==> config.mk <==
export PLATFORM = sky130hd
export DESIGN_NAME = fetch_stage
export DESIGN_NICKNAME = d
export VERILOG_FILES = /design/src/rtl/fetch_stage.sv
export SDC_FILE = /design/constraint.sdc
export NUM_CORES = 1
export LEC_CHECK = 0
export CAP_MARGIN = 30
export CORE_MARGIN = 4
export CORE_UTILIZATION = 52
export DETAILED_ROUTE_END_ITERATION = 7
export GPL_TIMING_DRIVEN = 0
export PLACE_DENSITY = 0.8
export SETUP_SLACK_MARGIN = 0.05
export SLEW_MARGIN = 20
export SYNTH_ARGS = -nofsm -noshare
export SYNTH_HDL_FRONTEND = slang
export SYNTH_SLANG_ARGS = --single-unit
==> constraint.sdc <==
create_clock -name clk -period 2.3 [get_ports clk]
set_clock_uncertainty 0.05 [all_clocks]
set_input_delay 0.23 -clock clk [delete_from_list [all_inputs] [get_ports clk]]
set_output_delay 0.23 -clock clk [all_outputs]
set_load 0.03 [all_outputs]
==> src/rtl/fetch_stage.sv <==
// Instruction fetch stage: owns the fetch PC, issues credit-limited requests, buffers returns.
// Optional FETCH_PERF_CNT_EN adds pop and stall performance counters.
module fetch_stage #(
    parameter logic [31:0] RESET_PC   = 32'h0000_0000,
    parameter int unsigned FIFO_DEPTH = 2
) (
    input  logic        clk,
    input  logic        rst,
    output logic        imem_req,
    output logic [31:0] imem_addr,
    input  logic [31:0] imem_rdata,
    input  logic        redirect,
    input  logic [31:0] redirect_pc,
    output logic        inst_valid,
    input  logic        inst_ready,
    output logic [31:0] inst,
    output logic [31:0] inst_pc
`ifdef FETCH_PERF_CNT_EN
    ,
    output logic [31:0] perf_fetch_cnt,
    output logic [31:0] perf_stall_cnt
`endif
);

    localparam int unsigned PW = $clog2(FIFO_DEPTH);
    localparam int unsigned CW = PW + 1;
    localparam logic [CW-1:0] DEPTH_C = CW'(FIFO_DEPTH);

    logic [31:0]   pc_r;
    logic          inflight_r;
    logic [31:0]   inflight_pc_r;
    logic [31:0]   data_mem_r [FIFO_DEPTH];
    logic [31:0]   pc_mem_r   [FIFO_DEPTH];
    logic [PW-1:0] wr_ptr_r;
    logic [PW-1:0] rd_ptr_r;
    logic [CW-1:0] count_r;

    logic [CW-1:0] credit_s;
    logic          issue_s;
    logic          push_s;
    logic          valid_s;
    logic          pop_s;

    // Credits come only from registered occupancy, so a pop frees a slot one cycle later.
    assign credit_s = count_r + CW'(inflight_r);
    assign issue_s  = rst & ~redirect & (credit_s < DEPTH_C);
    // The response landing in a redirect cycle belongs to the old stream and is dropped.
    assign push_s   = inflight_r & ~redirect;
    assign valid_s  = (count_r != {CW{1'b0}}) & ~redirect;
    assign pop_s    = valid_s & inst_ready;

    assign imem_req   = issue_s;
    assign imem_addr  = pc_r;
    assign inst_valid = valid_s;
    assign inst       = data_mem_r[rd_ptr_r];
    assign inst_pc    = pc_mem_r[rd_ptr_r];

    // Fetch PC and single outstanding-request tracker.
    always_ff @(posedge clk or negedge rst) begin
        if (!rst) begin
            pc_r          <= RESET_PC;
            inflight_r    <= 1'b0;
            inflight_pc_r <= 32'h0000_0000;
        end else if (redirect) begin
            pc_r       <= redirect_pc & 32'hFFFF_FFFC;
            inflight_r <= 1'b0;
        end else if (issue_s) begin
            pc_r          <= pc_r + 32'd4;
            inflight_r    <= 1'b1;
            inflight_pc_r <= pc_r;
        end else begin
            inflight_r <= 1'b0;
        end
    end

    // Buffer pointers and occupancy; a redirect empties the buffer.
    always_ff @(posedge clk or negedge rst) begin
        if (!rst) begin
            wr_ptr_r <= {PW{1'b0}};
            rd_ptr_r <= {PW{1'b0}};
            count_r  <= {CW{1'b0}};
        end else if (redirect) begin
            wr_ptr_r <= {PW{1'b0}};
            rd_ptr_r <= {PW{1'b0}};
            count_r  <= {CW{1'b0}};
        end else begin
            if (push_s) begin
                wr_ptr_r <= wr_ptr_r + PW'(1);
            end
            if (pop_s) begin
                rd_ptr_r <= rd_ptr_r + PW'(1);
            end
            count_r <= count_r + CW'(push_s) - CW'(pop_s);
        end
    end

    // Buffer storage; cleared on reset so the head reads zero.
    always_ff @(posedge clk or negedge rst) begin
        if (!rst) begin
            for (int i = 0; i < FIFO_DEPTH; i++) begin
                data_mem_r[i] <= 32'h0000_0000;
                pc_mem_r[i]   <= 32'h0000_0000;
            end
        end else if (push_s) begin
            data_mem_r[wr_ptr_r] <= imem_rdata;
            pc_mem_r[wr_ptr_r]   <= inflight_pc_r;
        end
    end

`ifdef FETCH_PERF_CNT_EN
    logic [31:0] perf_fetch_r;
    logic [31:0] perf_stall_r;

    // Performance counters survive redirects; only reset clears them.
    always_ff @(posedge clk or negedge rst) begin
        if (!rst) begin
            perf_fetch_r <= 32'h0000_0000;
            perf_stall_r <= 32'h0000_0000;
        end else begin
            perf_fetch_r <= perf_fetch_r + 32'(pop_s);
            perf_stall_r <= perf_stall_r + 32'(valid_s & ~inst_ready);
        end
    end

    assign perf_fetch_cnt = perf_fetch_r;
    assign perf_stall_cnt = perf_stall_r;
`endif

endmodule

==> results.json <==
{
  "status": "finished, final reports clean",
  "worst-slew-pin-transition_ns": 0.7981,
  "start_util": 0.5379,
  "core_mm2": 0.01606,
  "cts_tree": "done",
  "vdd_drop_max_v": 0.0005439,
  "die_y_um": 136.9,
  "fin_setup_tns_ns": 0,
  "clock.fmax_ghz": 0.4502,
  "dr_total_vias": 6216,
  "h-tree-depth": 4,
  "total_leakage_power_nw": 4.982,
  "switching_share": 0.3267,
  "placedCellCount": 1036,
  "syn-cell-area_mm2": 0.008637,
  "clk_latency_ns": 0.42,
  "antennaDiodeCount": 0,
  "setup_viol": 0,
  "die_w_um": 136.9,
  "path_clk_slew_ns": 0.06,
  "crit_path_end_kind": "flop",
  "final-seq-area_mm2": 0.004733,
  "maxCapViolCount": 0,
  "timing.hold.ws_ns": 0.03238,
  "syn_avg_cell_area_um2": 13.15,
  "yosysWarnings": 0,
  "synthCells": 657,
  "switching_power_mw": 4.021,
  "wl_met2_um": 11210,
  "root_buffer": "clkbuf_16",
  "gp_routability_congestion": 0.8753,
  "critical-path-top-delay-family": "simple AND/OR/NAND/NOR gates",
  "final_core_util": 0.7142,
  "via_per_inst": 5.756,
  "rows": 46,
  "power_density_mw_per_mm2": 1073,
  "antenna_found_initial": 0,
  "layout.nets": 924,
  "grt_overflow_total": 0,
  "wl_met3_um": 1728,
  "reg2reg_depth": 7,
  "drive_gt1_frac": 0.3461,
  "path_cells": "buf_2 -> and3_1 -> buf_4 -> o2111ai_2 -> clkbuf_4 -> or4_1 -> a31oi_1",
  "area_growth_pct": 32.78,
  "die_area_mm2": 0.01874,
  "top_layer_used": "met4",
  "yosys_most_used_dff": "dfrtp_1",
  "cp_max_fo": 10,
  "antenna_left": 0,
  "synth_cell_type_count": 51,
  "dp_hpwl_um": 15660,
  "drc": 0,
  "slew_headroom": 0.4679,
  "design_power_total_mw": 12.31,
  "grt_pass1_wl_um": 36140,
  "clockPowerShare": 0.258,
  "grt_pass1_vias": 6657,
  "pwr-share-seq": 0.410,
  "crit_required_ns": 2.58,
  "ys_seq_area_frac": 0.5476,
  "io_pins": 166,
  "rsz0062_at_grt": "yes",
  "fin_crit_ns": 2.221,
  "cp_num_buf_inv": 3,
  "cts_made_buffers": 17,
  "dr.pass1.iters": 5,
  "drv_slew": 0,
  "path_depth": 7,
  "worst_path_max_delay_cell": "or4_1",
  "m1WireLength_um": 9506,
  "crit_arrival_ns": 2.50,
  "hold_violations": 0,
  "path_class": "flop to flop",
  "fin_crit_sh": 0.9658,
  "async_flop_share": 1.000,
  "synth_seq_cells": 189,
  "clock-sinks": 189,
  "drt_wl_total_um": 22810,
  "io_buffers": 158,
  "clk_path_buf_depth": 2,
  "drt_iter0_markers": 385,
  "multiInputGateArea_mm2": 0.003740,
  "start_kind": "flop",
  "hold_path_class": "input port to async pin",
  "track_usage": 0.2508,
  "slowest_delay_ns": 0.49,
  "combPwrFrac": 0.332,
  "wl_per_cell_um": 21.12,
  "p_int_mw": 8.286,
  "stdcell_count": 1080,
  "fillers": 1091,
  "grt_start_max_net_pins": 53,
  "synth_edf_count": 0
}
state kept, by name (all words and copies together), names as in the netlist:
signal	cells
imem_addr	30
pc_mem_r	60
inflight_r	1
data_mem_r	64
wr_ptr_r	1
inflight_pc_r	30
rd_ptr_r	1
count_r	2
layout make-up:
class                           instances  area share
Timing Repair Buffer                  176      0.1605
Buffer                                 40     0.01997
Clock inverter                         11     0.01658
Multi-Input combinational cell        423      0.3261
Tap cell                              216     0.02357
Sequential cell                       189      0.4127
Clock buffer                           19     0.03862
Inverter                                6    0.001964
cell families (layout without fill, tap and decap cells):
group	after synthesis	count (layout)	share of synthesized area
flops	189	189	0.5476
mux	216	216	0.2813
compound gates	62	62	0.04925
buf+inv	48	252	0.02463
fa+ha+maj	3	3	0.004346
other cells	1	4	0.0004342
xor+xnor	11	11	0.01115
simple gates	127	127	0.08127
tightest hold or removal path, stage by stage:
cell and delay, ns:
buf_8 0.11, buf_16 0.12, buf_12 0.12, buf_12 0.10, buf_12 0.18
per-layer routing:
metal | vias up | track usage
met5 | - | 0
met4 | 0 | 0.06984
met3 | 34 | 0.07279
met2 | 234 | 0.4137
met1 | 3147 | 0.3256
li1 | 2801 | -
power by group through the flow:
| stage | clock [mW] | sequential [mW] | combinational [mW] |
|---|---|---|---|
| 3_5_place_dp | 0 | 5.08 | 4.38 |
| 2_1_floorplan | 0 | 4.95 | 2.75 |
| 4_1_cts | 3.21 | 5.04 | 4.13 |
| 5_1_grt | 3.36 | 5.17 | 4.37 |
| 3_3_place_gp | 0 | 4.97 | 4.26 |
| 6_report | 3.17 | 5.05 | 4.09 |
timing repair:
item	in CTS	in global routing
pin swaps	1	0
setup endpoints to repair	110	45
gates cloned	2	0
setup buffers	2	2
endpoints found under the hold margin	52	0
hold buffers	10	0
gates resized for setup	85	14
cell usage after synthesis (2+ instances only):
| cell type | count | area share |
|---|---|---|
| mux2_2 | 214 | 0.28 |
| dfrtp_1 | 189 | 0.55 |
| nand2_1 | 28 | 0.012 |
| clkbuf_1 | 25 | 0.011 |
| nand3_1 | 25 | 0.014 |
| nor2_1 | 19 | 0.0083 |
| o21ai_0 | 17 | 0.0099 |
| buf_2 | 11 | 0.0064 |
| or4_1 | 11 | 0.0096 |
| a31oi_1 | 8 | 0.0058 |
| nor2b_1 | 7 | 0.0051 |
| o31ai_1 | 7 | 0.0061 |
| a22oi_1 | 6 | 0.0052 |
| nand4_1 | 6 | 0.0043 |
| xnor2_1 | 6 | 0.0061 |
| and3_1 | 5 | 0.0036 |
| buf_4 | 5 | 0.0043 |
| inv_1 | 5 | 0.0022 |
| xor2_1 | 5 | 0.0051 |
| and4_1 | 4 | 0.0041 |
| nor3_1 | 4 | 0.0023 |
| o2111ai_1 | 4 | 0.0041 |
| o211ai_1 | 4 | 0.0035 |
| a21oi_1 | 3 | 0.0017 |
| ha_1 | 3 | 0.0043 |
| nor4_1 | 3 | 0.0022 |
| or4b_1 | 3 | 0.0035 |
| a211oi_1 | 2 | 0.0017 |
| a21o_1 | 2 | 0.0017 |
| and2_1 | 2 | 0.0014 |
| mux2i_1 | 2 | 0.0023 |
| nor3b_1 | 2 | 0.0017 |
| or4b_2 | 2 | 0.0023 |
layout by cell type (no fill, tap or decap), types with 4 or more instances in the layout:
cell type / n
o211ai_1: 4
xor2_1: 5
bufinv_16: 5
or4_1: 11
nand2_1: 28
buf_16: 4
nor3_1: 4
xnor2_1: 6
inv_1: 5
nor2b_1: 7
nor2_1: 19
dfrtp_1: 186
buf_12: 5
nand4_1: 6
dlygate4sd2_1: 61
a22oi_1: 6
a31oi_1: 8
and4_1: 4
o31ai_1: 7
buf_4: 13
clkbuf_1: 16
o21ai_0: 17
nand3_1: 24
clkbuf_16: 17
conb_1: 4
mux2_2: 214
buf_2: 12
and3_1: 5
clkdlybuf4s50_1: 95
through the flow:
| step | area [um^2] | worst slack [ns] |
|---|---|---|
| after CTS | 11440 | 0.03201 |
| after global placement | 10500 | -6.380 |
| final | 11470 | 0.07861 |
| after global routing | 11470 | 0.03117 |
| after floorplan | 8648 | 0.2281 |
| after detailed placement | 10560 | -1.049 |
worst paths after layout:
check	end	slack [ns]	startpoint
worst max-delay path	imem_addr[31]$_DFFE_PN0P_	0.08	inflight_r$_DFF_PN0_
worst min-delay path	imem_addr[27]$_DFFE_PN0P_	0.03	rst
worst max register to register	imem_addr[31]$_DFFE_PN0P_	0.08	inflight_r$_DFF_PN0_
worst min register to register	data_mem_r[31]$_DFFE_PN0P_	0.45	data_mem_r[31]$_DFFE_PN0P_
max in group asynchronous	imem_addr[11]$_DFFE_PN0P_	1.36	rst
min in group clk	imem_addr[21]$_DFFE_PN0P_	0.32	redirect_pc[21]
(Power assumes the default switching activity.)
